$ cat src/rtl/frame_capture_ctrl.sv
// Capture sequencer: arms on a vsync edge and forwards exactly IMG_WIDTH x IMG_HEIGHT pixels per frame.
// The latency is one cycle. There is no backpressure, and the block accepts one pixel per cycle.
module frame_capture_ctrl #(
    parameter int IMG_WIDTH         = 640,
    parameter int IMG_HEIGHT        = 480,
    parameter int PIXEL_WIDTH       = 8,
    parameter int FRAMES_TO_CAPTURE = 1,
    localparam int XW = (IMG_WIDTH  > 1) ? $clog2(IMG_WIDTH)  : 1,
    localparam int YW = (IMG_HEIGHT > 1) ? $clog2(IMG_HEIGHT) : 1
) (
    input  logic                   clk,
    input  logic                   rst_n,
    input  logic                   i_start,
    input  logic                   i_abort,
    input  logic                   i_vsync,
    input  logic                   i_data_valid,
    input  logic [PIXEL_WIDTH-1:0] i_data_r,
    input  logic [PIXEL_WIDTH-1:0] i_data_g,
    input  logic [PIXEL_WIDTH-1:0] i_data_b,
    output logic                   o_data_valid,
    output logic [PIXEL_WIDTH-1:0] o_data_r,
    output logic [PIXEL_WIDTH-1:0] o_data_g,
    output logic [PIXEL_WIDTH-1:0] o_data_b,
    output logic [XW-1:0]          o_x,
    output logic [YW-1:0]          o_y,
    output logic                   o_sof,
    output logic                   o_eol,
    output logic                   o_eof,
    output logic                   o_busy,
    output logic                   o_done,
    output logic [31:0]            o_frame_count,
    output logic                   o_err_short,
    output logic                   o_err_long
);

    typedef enum logic [1:0] {S_IDLE, S_ARM, S_CAPTURE, S_DONE} state_t;

    localparam logic [XW-1:0] X_LAST = XW'(IMG_WIDTH - 1);
    localparam logic [YW-1:0] Y_LAST = YW'(IMG_HEIGHT - 1);
    localparam logic [31:0]   F_LAST = 32'(FRAMES_TO_CAPTURE);

    state_t                 state_q, state_d;
    logic                   vsync_q;
    logic                   after_frame_q, after_frame_d;
    logic [XW-1:0]          x_q, x_d;
    logic [YW-1:0]          y_q, y_d;
    logic [31:0]            count_q, count_d;
    logic                   err_short_q, err_short_d;
    logic                   err_long_q, err_long_d;
    logic                   vld_q, vld_d;
    logic [PIXEL_WIDTH-1:0] r_q, r_d, g_q, g_d, b_q, b_d;
    logic [XW-1:0]          ox_q, ox_d;
    logic [YW-1:0]          oy_q, oy_d;
    logic                   sof_q, sof_d, eol_q, eol_d, eof_q, eof_d;
    logic                   busy_q, busy_d, done_q, done_d;

    logic                   vsync_edge;
    logic                   px_en;
    logic [XW-1:0]          cx;
    logic [YW-1:0]          cy;

    assign vsync_edge = i_vsync & ~vsync_q;

    always_comb begin
        state_d       = state_q;
        after_frame_d = after_frame_q;
        x_d           = x_q;
        y_d           = y_q;
        count_d       = count_q;
        err_short_d   = err_short_q;
        err_long_d    = err_long_q;
        vld_d         = 1'b0;
        r_d           = r_q;
        g_d           = g_q;
        b_d           = b_q;
        ox_d          = ox_q;
        oy_d          = oy_q;
        sof_d         = 1'b0;
        eol_d         = 1'b0;
        eof_d         = 1'b0;
        px_en         = 1'b0;
        cx            = x_q;
        cy            = y_q;

        if (i_abort) begin
            state_d = S_IDLE;
        end else begin
            case (state_q)
                S_IDLE, S_DONE: begin
                    if (i_start) begin
                        state_d       = S_ARM;
                        count_d       = '0;
                        err_short_d   = 1'b0;
                        err_long_d    = 1'b0;
                        after_frame_d = 1'b0;
                    end
                end
                S_ARM: begin
                    if (vsync_edge) begin
                        state_d = S_CAPTURE;
                        px_en   = 1'b1;
                        cx      = '0;
                        cy      = '0;
                    end else if (i_data_valid && after_frame_q) begin
                        err_long_d = 1'b1;
                    end
                end
                S_CAPTURE: begin
                    px_en = 1'b1;
                    // A new frame started before this one finished.
                    if (vsync_edge) begin
                        err_short_d = 1'b1;
                        cx          = '0;
                        cy          = '0;
                    end
                end
                default: state_d = S_IDLE;
            endcase

            if (px_en) begin
                x_d = cx;
                y_d = cy;
                if (i_data_valid) begin
                    vld_d = 1'b1;
                    r_d   = i_data_r;
                    g_d   = i_data_g;
                    b_d   = i_data_b;
                    ox_d  = cx;
                    oy_d  = cy;
                    sof_d = (cx == '0) && (cy == '0);
                    eol_d = (cx == X_LAST);
                    if ((cx == X_LAST) && (cy == Y_LAST)) begin
                        eof_d         = 1'b1;
                        count_d       = count_q + 32'd1;
                        x_d           = '0;
                        y_d           = '0;
                        after_frame_d = 1'b1;
                        state_d       = (count_q + 32'd1 == F_LAST) ? S_DONE : S_ARM;
                    end else if (cx == X_LAST) begin
                        x_d = '0;
                        y_d = cy + 1'b1;
                    end else begin
                        x_d = cx + 1'b1;
                    end
                end
            end
        end

        busy_d = (state_d == S_ARM) || (state_d == S_CAPTURE);
        done_d = (state_d == S_DONE);
    end

    always_ff @(posedge clk or negedge rst_n) begin
        if (!rst_n) begin
            state_q       <= S_IDLE;
            vsync_q       <= 1'b1;
            after_frame_q <= 1'b0;
            x_q           <= '0;
            y_q           <= '0;
            count_q       <= '0;
            err_short_q   <= 1'b0;
            err_long_q    <= 1'b0;
            vld_q         <= 1'b0;
            r_q           <= '0;
            g_q           <= '0;
            b_q           <= '0;
            ox_q          <= '0;
            oy_q          <= '0;
            sof_q         <= 1'b0;
            eol_q         <= 1'b0;
            eof_q         <= 1'b0;
            busy_q        <= 1'b0;
            done_q        <= 1'b0;
        end else begin
            state_q       <= state_d;
            vsync_q       <= i_vsync;
            after_frame_q <= after_frame_d;
            x_q           <= x_d;
            y_q           <= y_d;
            count_q       <= count_d;
            err_short_q   <= err_short_d;
            err_long_q    <= err_long_d;
            vld_q         <= vld_d;
            r_q           <= r_d;
            g_q           <= g_d;
            b_q           <= b_d;
            ox_q          <= ox_d;
            oy_q          <= oy_d;
            sof_q         <= sof_d;
            eol_q         <= eol_d;
            eof_q         <= eof_d;
            busy_q        <= busy_d;
            done_q        <= done_d;
        end
    end

    assign o_data_valid  = vld_q;
    assign o_data_r      = r_q;
    assign o_data_g      = g_q;
    assign o_data_b      = b_q;
    assign o_x           = ox_q;
    assign o_y           = oy_q;
    assign o_sof         = sof_q;
    assign o_eol         = eol_q;
    assign o_eof         = eof_q;
    assign o_busy        = busy_q;
    assign o_done        = done_q;
    assign o_frame_count = count_q;
    assign o_err_short   = err_short_q;
    assign o_err_long    = err_long_q;

endmodule

$ cat config.mk
export PLATFORM = sky130hd
export DESIGN_NAME = frame_capture_ctrl
export DESIGN_NICKNAME = d
export VERILOG_FILES = /design/src/rtl/frame_capture_ctrl.sv
export SDC_FILE = /design/constraint.sdc
export NUM_CORES = 1
export LEC_CHECK = 0
export CAP_MARGIN = 15
export CORE_MARGIN = 4
export CORE_UTILIZATION = 35
export DETAILED_ROUTE_END_ITERATION = 10
export RECOVER_POWER = 50
export SYNTH_ARGS = -nofsm -noshare
export SYNTH_HDL_FRONTEND = slang
export SYNTH_SLANG_ARGS = --single-unit
$ cat constraint.sdc
create_clock -name clk -period 10.3 [get_ports clk]
set_input_delay 1.545 -clock clk [delete_from_list [all_inputs] [get_ports clk]]
set_output_delay 1.545 -clock clk [all_outputs]
set_load 0.01 [all_outputs]
* Word level (Yosys, flattened, before mapping)
Cells that the tools add are included.
** Operators by class
- Mux-type cells :: 52
- Reductions and logical operators :: 15
- Bitwise gates (word level) :: 3
- Equality and inequality tests :: 13
- Add/subtract/negate cells :: 3
** Operator list (number)
- $mux 32 :: 5
- $mux 10 :: 6
- $mux 9 :: 6
- $add 32x1->32 const B :: 1
- $eq 32x1->1 const B :: 1
- $mux 1 :: 24
- $mux 2 :: 7
- $add 10x1->10 const B :: 1
- $eq 10x10->1 const B :: 1
- $logic_not 10->1 :: 1
- $add 9x1->9 const B :: 1
- $eq 9x9->1 const B :: 1
- $logic_not 9->1 :: 1
- $eq 2x2->1 const B :: 4
- $ne 2x2->1 const B :: 4
- $pmux 1 s2 :: 3
- $reduce_and 5->1 :: 1
- $eq 2x1->1 const B :: 2
- $pmux 2 s2 :: 1
- $reduce_and 4->1 :: 1
- $reduce_bool 2->1 :: 2
- $reduce_or 2->1 :: 2
- $logic_and 1x1->1 :: 3
- $reduce_and 3->1 :: 1
- 5 further kinds :: 6
** Storage, ports and cells
- Output and inout port bits :: 83
- Flip-flop bits (word level) :: 106
- Word-level logic and storage cells :: 105
- Input port bits :: 30

* Depth between registers and ports, before layout
Gate-level depths: netlist (run 1).
- Depth in word-level cells :: 13
- Mapped depth :: 17
- Mapped depth without buffers :: 14

* Worst setup path before layout (run 1)
OpenSTA, ideal clock, no wires.
- Path type :: input -> register
- From :: input i_vsync
- To :: register busy_q, in the netlist o_busy
- Stages on the path :: 14
- Setup slack :: 5.753 ns
- Data arrival time :: 4.421 ns
- Buffers on the path :: 2
- Cell sequence :: or3b_2 > clkbuf_1 > clkbuf_1 > nand2_1 > inv_1 > ha_1 > nand3_1 > nor3_2 > nand4_1 > a21oi_1 > nand4_1 > or4_1 > o31ai_2 > ha_1
** On the way
- Word-level cells in the longest chain between the ends :: 12
- Elaborated cells on any way between the ends :: 22
- Those cells by class :: eq/ne: 4; mux: 15; bitwise: 1; reduce/logical: 2
** RTL lines
- start, declared :: RTL line 15 : input logic i_vsync,
- $and 1x1->1 (*) :: RTL line 62 : assign vsync_edge = i_vsync & ~vsync_q;
- $mux 10 or $mux 9 (tied branches) :: RTL line 99, 111
- $mux 10 or $mux 9 (tied branches)
- $mux 10 or $mux 9 (tied branches) :: RTL line 85 : if (i_abort) begin
- $eq 10x10->1 or $eq 9x9->1 (tied branches) :: RTL line 132 : if ((cx == X_LAST) && (cy == Y_LAST)) begin
- $logic_and 1x1->1 :: RTL line 132
- $mux 2 :: RTL line 132
- $mux 2 :: RTL line 123 : if (i_data_valid) begin
- $mux 2 (*) :: RTL line 120 : if (px_en) begin
- $mux 2 (*) :: RTL line 85
- via state_d[1] :: RTL line 42 : state_t state_q, state_d;
- $eq 2x1->1 or $eq 2x2->1 (tied branches) :: RTL line 149 : busy_d = (state_d == S_ARM) || (state_d == S_CAPTURE);
- $logic_or 1x1->1 (*) :: RTL line 149
- via busy_d :: RTL line 55 : logic busy_q, busy_d, done_q, done_d;
- end signal, assigned :: RTL line 192 : busy_q <= busy_d;
- end, declared :: RTL line 55
Mark *: on every way through the listed nets, which the timed path passes. The rest lies on a longest branch. The select of a mux whose other input is x is not followed.
A chain may end at the register's enable or synchronous reset.

==> flow_metrics.env, run 1 <==
export IMPL_status="complete, but fails checks"
export IMPL_violations="max-capacitance violations, max-slew violations"
export IMPL_layout_commonest_cell="dfrtp_1"
export IMPL_fin_crit_ns=6.32
export IMPL_clock_sinks=106
export IMPL_h_tree_depth=3
export IMPL_drc=0
export IMPL_dominantRegCellSynth="dfrtp_1"
export IMPL_ys_types=56
export IMPL_crit_type="input port to async pin"
export IMPL_hold_violations=0
export IMPL_synth_area_per_cell_sq_um=9.09
export IMPL_cp_top_family="buffers and inverters"
export IMPL_grt_pass1_vias=4902
export IMPL_drive_gt1_share_pct=7.92
export IMPL_grt_max_degree=77
export IMPL_cts_tree="done"
export IMPL_placed_area_sq_um=6830
export IMPL_fp_dieArea_sq_um=18100
export IMPL_design_area_sq_um=7140
export IMPL_drt_iter0_markers=487
export IMPL_track_usage_pct=17.4
export IMPL_setup_violations=0
export IMPL_holdBufCountCts=0
export IMPL_skew_ns=0.00799
export IMPL_min_path_cells=2
export IMPL_p_per_area_nw_per_um2=133
export IMPL_die_h_um=134
export IMPL_synth_nets=655
export IMPL_ios=113
export IMPL_grt_pass1_wl_um=25800
export IMPL_post_route_period_util_pct=61.3
export IMPL_final_core_util_pct=46.3
export IMPL_tns_ns=0
export IMPL_final_cell_mix="dfrtp_1, nand2_1, o21ai_0"
export IMPL_root_buffer="clkbuf_16"
export IMPL_reg2reg_to="o_frame_count[20]"
export IMPL_critPathSlowestCell="clkbuf_1"
export IMPL_wl_per_cell_um=16.9
export IMPL_register_area_sq_um=2650
export IMPL_maxCapViolations=2
export IMPL_fin_nets=742
export IMPL_crit_fanout=76
export IMPL_max_vdd_ir_drop_mv=0.0793
export IMPL_ys_seq_area_share_pct=47.4
export IMPL_worstHoldPathType="flop to flop"
export IMPL_antenna_found_initial=0
export IMPL_rsz0062_at_grt="no"
export IMPL_r2r_start="state_q[0]"
export IMPL_syn_inst=616
export IMPL_path_depth=2
export IMPL_synth_edf_count=0
export IMPL_ff2ff_path_depth=13
export IMPL_path_cells="clkbuf_1, clkbuf_1"
export IMPL_fill_cells=1494
export IMPL_ant_nets=0
export IMPL_path_buf_inv=2
export IMPL_dr_pass1_iters=8
export IMPL_port_buffer_count=112
export IMPL_p_leak_nw=3.00
export IMPL_cp_start_kind="input port"
export IMPL_grt_ovfl_total=0
export IMPL_multi_input_area_sq_um=2710
export IMPL_hold_end="o_y[3]"
export IMPL_die_w_um=134
export IMPL_place_congestion=0.869
export IMPL_syn_area_sq_um=5600
export IMPL_cts_buffers=9
export IMPL_holdCritStartpoint="o_y[3]"
export IMPL_clock_latency_ns=0.35
export IMPL_cts_buffer_depth=2
export IMPL_area_delta_synth_final_pct=27.5
export IMPL_cts_resized=0
export IMPL_post_cts_setup_buffers=0
export IMPL_num_rows=45
export IMPL_fp_coreArea_sq_um=15400
export IMPL_drt_total_wl_um=15600
export IMPL_via_per_inst=5.57
export IMPL_crit_path_frequent_cell="clkbuf_1"
export IMPL_yosys_warnings=0
export IMPL_max_slew_margin_pct=-177
export IMPL_detailed_place_hpwl_um=10900
export IMPL_vias=5114
export IMPL_slew_violations=109
export IMPL_initial_core_util_pct=36.3
export IMPL_n_antenna_cell=0
export IMPL_end_kind="async pin"
export IMPL_fmax_mhz=158
export IMPL_worstPathRequired_ns=9.78
export IMPL_clk_pin_slew_worst_paths_ns=0.07
export IMPL_ys_ff_latch=106
export IMPL_rrSetupSlack_ns=5.98
export IMPL_arrival_ns=5.80
export IMPL_tightest_slew_ns=4.15
export IMPL_async_reset_ff_share_pct=100
export IMPL_slowest_delay_ns=3.00
metal layers:
metal	vias up	part of all wire, %	wire length (um)	track usage [%]
met5	-	0	0	0
met4	0	1.2	190	4.86
met3	16	4.8	741	2.83
met2	161	47	7360	27.9
met1	2529	47	7260	24.4
li1	2408	-	-	-
cells in the mapped netlist (all sizes together) (4+ instances only):
| cell | instances | area (sq um) |
|---|---|---|
| ha | 9 | 113 |
| nor2 | 32 | 120 |
| a31oi | 12 | 75.1 |
| o31ai | 22 | 170 |
| or4 | 4 | 30.0 |
| xnor2 | 4 | 35.0 |
| and3 | 11 | 68.8 |
| o21ai | 89 | 445 |
| nor2b | 7 | 43.8 |
| nand2 | 90 | 338 |
| and2 | 8 | 50.1 |
| a21oi | 23 | 115 |
| dfrtp | 105 | 2630 |
| nor4 | 9 | 77.6 |
| or3 | 7 | 45.1 |
| and4 | 7 | 65.1 |
| nor3 | 7 | 40.0 |
| buf | 12 | 71.3 |
| o41ai | 5 | 43.8 |
| clkbuf | 29 | 110 |
| mux2 | 24 | 270 |
| nand4 | 24 | 150 |
| nand3 | 28 | 140 |
| inv | 15 | 56.3 |
sequential cells by signal, indices dropped and copies added, names as in the netlist:
register       flops
o_done             1
x_q               10
o_x               10
o_eol              1
o_err_short        1
o_data_valid       1
o_eof              1
o_data_b           8
o_y                9
state_q            2
after_frame_q      1
y_q                9
vsync_q            1
o_frame_count     32
o_busy             1
o_err_long         1
o_data_g           8
o_data_r           8
o_sof              1
power by group:
part	internal (mW)	switching, mW
clock network	0.190	0.159
registers	0.447	0.0155
logic	0.0749	0.0659
stage by stage:
stage | setup slack, ns | std cells | hold WS, ns | power, mW
2_1_floorplan | 5.75 | 616 | 0.447 | 0.530
3_3_place_gp | 5.03 | 902 | 0.464 | 0.618
3_5_place_dp | 4.78 | 902 | 0.469 | 0.622
4_1_cts | 5.14 | 917 | 0.490 | 0.975
5_1_grt | 2.84 | 918 | 0.508 | 0.996
6_report | 3.98 | 918 | 0.477 | 0.952
cells by family (layout without fill, tap and decap cells):
| family | after synthesis | after routing | synth area share (%) |
|---|---|---|---|
| xor+xnor | 7 | 7 | 1.09 |
| buf+inv | 56 | 147 | 4.25 |
| simple gates | 249 | 249 | 23.1 |
| compound gates | 163 | 163 | 17.0 |
| flops | 106 | 106 | 47.4 |
| mux | 26 | 26 | 5.18 |
| fa+ha+maj | 9 | 9 | 2.01 |
worst max path at each step:
| stage | slack, ns | start | endpoint |
|---|---|---|---|
| floorplan | 5.75 | i_vsync | o_busy |
| global placement | 5.03 | i_vsync | o_frame_count[20] |
| detailed placement | 4.78 | i_vsync | o_frame_count[20] |
| CTS | 5.14 | i_vsync | o_frame_count[20] |
| global route | 2.84 | rst_n | o_frame_count[6] |
| finish | 3.98 | rst_n | o_frame_count[28] |
cell type report:
class	count	area share [%]
Clock buffer	10	3.21
Clock inverter	5	0.911
Inverter	15	0.789
Multi-Input combinational cell	454	38.0
Sequential cell	106	37.2
Tap cell	211	3.70
Timing Repair Buffer	117	16.3
(Power assumes the default switching activity.)
==> inputs of run 2 (changes only) <==
- clock period: 10.3 -> 5.1 ns (I/O delays scaled with it)
==> flow_metrics.env, run 2 (synthesis gave the netlist of run 1 again) <==
export IMPL_worstHoldPathType="flop to flop"
export IMPL_grt_ovfl_total=0
export IMPL_r2r_start="state_q[0]"
export IMPL_rrSetupSlack_ns=1.16
export IMPL_root_buffer="clkbuf_16"
export IMPL_end_kind="flop"
export IMPL_fp_coreArea_sq_um=15400
export IMPL_slowest_delay_ns=0.61
export IMPL_netSwitchingPower_mw=0.489
export IMPL_tns_ns=0
export IMPL_grt_pass1_vias=4906
export IMPL_drc=0
export IMPL_grt_max_degree=67
export IMPL_detailed_place_hpwl_um=10800
export IMPL_reg2reg_to="o_busy"
export IMPL_setup_violations=0
export IMPL_p_leak_nw=3.02
export IMPL_fmax_mhz=240
export IMPL_worstPathRequired_ns=5.35
export IMPL_clock_latency_ns=0.36
export IMPL_ff2ff_path_depth=14
export IMPL_arrival_ns=4.41
export IMPL_fp_dieArea_sq_um=18100
export IMPL_p_sw_share_pct=25.9
export IMPL_min_path_cells=2
export IMPL_drt_iter0_markers=410
export IMPL_post_route_period_util_pct=81.6
export IMPL_track_usage_pct=17.1
export IMPL_path_cells="dlygate4sd3_1, or3b_2, nand2_1, inv_1, ha_1, nand3_1, nor3_2, nand4_1, a21oi_1, nand4_1, or4_1, o31ai_2, ha_1"
export IMPL_internal_power_mw=1.40
export IMPL_vias=5099
export IMPL_drt_total_wl_um=15400
export IMPL_port_buffer_count=112
export IMPL_clkPwrFrac_pct=35.5
export IMPL_grt_pass1_wl_um=25000
export IMPL_crit_fanout=14
export IMPL_skew_ns=0.0127
export IMPL_fin_total_pwr_mw=1.89
export IMPL_clock_sinks=106
export IMPL_rsz0062_at_grt="no"
export IMPL_violations="max-capacitance violations, max-slew violations"
export IMPL_cp_start_kind="input port"
export IMPL_clk_pin_slew_worst_paths_ns=0.08
export IMPL_crit_type="input port to flop"
export IMPL_ant_nets=0
export IMPL_post_cts_setup_buffers=0
export IMPL_largest_reg_flops=32
export IMPL_tightest_slew_ns=3.23
export IMPL_power_frac_comb_pct=15.1
export IMPL_cts_resized=0
export IMPL_cts_buffers=9
export IMPL_place_congestion=0.875
export IMPL_initial_core_util_pct=36.3
export IMPL_maxCapViolations=1
export IMPL_fin_crit_ns=4.16
export IMPL_power_frac_seq_pct=49.4
export IMPL_dr_pass1_iters=5
export IMPL_layout_commonest_cell="dfrtp_1"
export IMPL_antenna_found_initial=0
export IMPL_drive_gt1_share_pct=8.58
export IMPL_via_per_inst=5.53
export IMPL_wl_per_cell_um=16.7
export IMPL_h_tree_depth=3
export IMPL_n_antenna_cell=0
export IMPL_area_delta_synth_final_pct=27.7
export IMPL_p_per_area_nw_per_um2=264
export IMPL_cts_buffer_depth=2
export IMPL_die_w_um=134
export IMPL_die_h_um=134
export IMPL_path_buf_inv=2
export IMPL_num_rows=45
export IMPL_cp_top_family="simple AND/OR/NAND/NOR gates"
export IMPL_holdCritStartpoint="o_y[6]"
export IMPL_status="complete, but fails checks"
export IMPL_holdBufCountCts=0
export IMPL_ios=113
export IMPL_final_cell_mix="dfrtp_1, nand2_1, o21ai_0"
export IMPL_slew_violations=60
export IMPL_hold_violations=0
export IMPL_max_vdd_ir_drop_mv=0.212
export IMPL_max_slew_margin_pct=-115
export IMPL_critPathSlowestCell="dlygate4sd3_1"
export IMPL_hold_end="o_y[6]"
export IMPL_cts_tree="done"
export IMPL_fin_nets=745
==> run 2: changes by cell type in the layout (fill, tap and decap cells not counted) <==
cell,previous run,this run
inv_6,0,1
bufinv_16,1,0
clkinv_2,0,1
inv_8,1,0
buf_4,3,7
clkbuf_8,0,1
clkbuf_1,3,2
==> run 2: layout make-up <==
class                   count  area, sq um
multi-input cells         454         2710
well taps                 211          264
clock buffers              11          243
repair buffers            120         1190
flip-flops and latches    106         2650
clock inverters             5         37.5
fillers                  1497         8280
inverters                  15         56.3
==> run 2: per-stage QoR <==
step                      utilization [%]  setup WS, ns  cell area [sq um]  hold WS, ns  instances
after CTS                            46.3          1.08               7140        0.490        921
after global placement               44.4         0.914               6860        0.462        905
after global routing                 46.4         0.545               7150        0.515        922
after detailed placement             44.4         0.710               6860        0.473        905
final                                46.4         0.938               7150        0.476        922
after floorplan                         -          1.33               5600        0.447        616
==> run 2: how the worst max path moves through the flow <==
stage / slack, ns / startpoint / cells past startpoint / end
6_report: 0.94 / i_vsync / 13 / o_busy
3_5_place_dp: 0.71 / i_vsync / 13 / o_busy
5_1_grt: 0.55 / i_vsync / 13 / o_busy
4_1_cts: 1.08 / i_vsync / 13 / o_busy
2_1_floorplan: 1.33 / i_vsync / 14 / o_busy
3_3_place_gp: 0.91 / i_vsync / 13 / o_busy
==> run 2: metal layers <==
metal	part of all wire, %	vias to the layer above	global-route usage (%)
met5	0	-	0
met4	1.9	0	5.60
met3	6.0	22	4.02
met2	47	191	27.2
met1	45	2470	23.2
li1	-	2416	-
==> run 2: worst reg2reg max path, delay by kind of cell, from the launching register on <==
kind / cells / cell delay [ns]
buf+inv: 2 / 0.15
fa+ha+maj: 3 / 0.86
simple gates: 7 / 1.95
compound gates: 2 / 0.47
flops: 1 / 0.37
==> run 2: power groups by stage <==
stage,logic (mW),registers [mW],clock network [mW]
global placement,0.300,0.948,0
global route,0.310,0.941,0.724
floorplan,0.0964,0.974,0
finish,0.285,0.933,0.672
CTS,0.305,0.935,0.695
detailed placement,0.304,0.951,0
==> inputs of run 3 (changes only) <==
- clock period: 5.1 -> 4 ns (I/O delays scaled with it)
==> flow_metrics.env, run 3 (synthesis gave the netlist of run 1 again) <==
export IMPL_status="complete, but fails checks"
export IMPL_violations="max-capacitance violations, max-slew violations"
export IMPL_p_leak_nw=3.05
export IMPL_stdcell_count=929
export IMPL_die_w_um=134
export IMPL_reg2reg_to="o_busy"
export IMPL_drt_iter0_markers=407
export IMPL_fp_dieArea_sq_um=18100
export IMPL_place_congestion=0.895
export IMPL_max_vdd_ir_drop_mv=0.198
export IMPL_fmax_mhz=289
export IMPL_place_ws_ns=0.288
export IMPL_num_rows=45
export IMPL_end_kind="flop"
export IMPL_die_h_um=134
export IMPL_grt_pass1_vias=4855
export IMPL_crit_fanout=6
export IMPL_ff2ff_path_depth=9
export IMPL_h_tree_depth=3
export IMPL_min_path_cells=2
export IMPL_cts_buffer_depth=2
export IMPL_rsz0062_at_grt="no"
export IMPL_holdCritStartpoint="o_y[6]"
export IMPL_fin_total_pwr_mw=2.40
export IMPL_dr_wl_met3_um=686
export IMPL_n_antenna_cell=0
export IMPL_cts_buffers=9
export IMPL_clock_latency_ns=0.36
export IMPL_register_area_sq_um=2650
export IMPL_maxCapViolations=1
export IMPL_place_inst=914
export IMPL_clk_pin_slew_worst_paths_ns=0.08
export IMPL_worstPathRequired_ns=4.23
export IMPL_clock_sinks=106
export IMPL_area_delta_synth_final_pct=28.6
export IMPL_power_frac_comb_pct=15.0
export IMPL_initial_core_util_pct=36.3
export IMPL_root_buffer="clkbuf_16"
export IMPL_arrival_ns=3.70
export IMPL_fin_crit_ns=3.46
export IMPL_wl_per_cell_um=16.8
export IMPL_worstHoldPathType="flop to flop"
export IMPL_tns_ns=0
export IMPL_placed_area_sq_um=6940
export IMPL_holdBufCountCts=0
export IMPL_fill_cells=1521
export IMPL_setup_violations=0
export IMPL_dr_pass1_iters=5
export IMPL_power_frac_seq_pct=49.6
export IMPL_port_buffer_count=112
export IMPL_grt_ovfl_total=0
export IMPL_hold_violations=0
export IMPL_skew_ns=0.0113
export IMPL_netSwitchingPower_mw=0.617
export IMPL_r2r_start="o_frame_count[0]"
export IMPL_wl_met1_um=7320
export IMPL_final_cell_mix="dfrtp_1, nand2_1, o21ai_0"
export IMPL_hold_end="o_y[6]"
export IMPL_crit_type="input port to flop"
export IMPL_tightest_slew_ns=2.69
export IMPL_max_slew_margin_pct=-79.4
export IMPL_fin_nets=753
export IMPL_cts_resized=0
export IMPL_design_area_sq_um=7200
export IMPL_multi_input_area_sq_um=2710
export IMPL_fp_coreArea_sq_um=15400
export IMPL_cp_start_kind="input port"
export IMPL_ios=113
export IMPL_ant_nets=0
export IMPL_layout_commonest_cell="dfrtp_1"
export IMPL_drc=0
export IMPL_rrSetupSlack_ns=0.59
export IMPL_vias=5083
export IMPL_p_sw_share_pct=25.7
export IMPL_grt_max_degree=52
export IMPL_track_usage_pct=17.4
export IMPL_cts_tree="done"
export IMPL_largest_reg_flops=32
export IMPL_drive_gt1_share_pct=9.61
export IMPL_post_route_period_util_pct=86.6
export IMPL_detailed_place_hpwl_um=11300
export IMPL_grt_pass1_wl_um=25500
export IMPL_fin_ws_ns=0.538
export IMPL_internal_power_mw=1.78
export IMPL_drt_total_wl_um=15600
export IMPL_top_layer="met4"
export IMPL_clkPwrFrac_pct=35.4
export IMPL_p_per_area_nw_per_um2=333
export IMPL_met2_length_um=7320
export IMPL_via_per_inst=5.47
export IMPL_antenna_found_initial=0
export IMPL_slew_violations=52
export IMPL_post_cts_setup_buffers=0
-- run 3: cell types whose count changed in the layout (fill, tap and decap cells not counted), sizes merged --
cell	delta
clkbuf	+1
buf	+6
clkinv	-1
inv	+1
-- run 3: area by class of cell --
class | instances | area share (%)
Sequential cell | 106 | 36.8
Clock inverter | 5 | 0.521
Timing Repair Buffer | 128 | 17.2
Clock buffer | 10 | 3.32
Multi-Input combinational cell | 454 | 37.6
Inverter | 15 | 0.782
Tap cell | 211 | 3.67
-- run 3: layer usage --
metal | up-vias | global-route usage (%)
met5 | - | 0
met4 | 0 | 6.62
met3 | 18 | 3.02
met2 | 148 | 26.6
met1 | 2489 | 24.7
li1 | 2428 | -
-- run 3: through the flow --
step | hold slack [ns] | util, %
after global placement | 0.461 | 45.0
after detailed placement | 0.468 | 45.0
after CTS | 0.287 | 46.7
final | 0.475 | 46.7
after global routing | 0.499 | 46.7
after floorplan | 0.304 | -
-- run 3: worst max-delay path, stage by stage --
cell and delay, ns:
dlygate4sd3_1 0.60, or3b_2 0.30, nand2_1 0.11, inv_1 0.08, ha_1 0.20, nor4b_2 0.37
nand4_1 0.21, a21oi_1 0.17, nand4_1 0.12, or4_1 0.44, o31ai_2 0.23, ha_1 0.27
-- run 3: worst max-delay path by stage --
| stage | slack, ns | endpoint | start |
|---|---|---|---|
| final | 0.54 | o_busy | i_vsync |
| after global routing | 0.25 | o_busy | i_vsync |
| after CTS | 0.58 | o_busy | state_q[0] |
| after detailed placement | 0.29 | o_busy | i_vsync |
| after global placement | 0.48 | o_busy | i_vsync |
| after floorplan | 0.25 | o_busy | state_q[0] |
-- run 3: power by group through the flow --
stage | combinational (mW) | sequential, mW | clock [mW]
global placement | 0.385 | 1.21 | 0
finish | 0.360 | 1.19 | 0.849
CTS | 0.389 | 1.19 | 0.867
detailed placement | 0.387 | 1.21 | 0
floorplan | 0.123 | 1.24 | 0
global route | 0.396 | 1.20 | 0.915
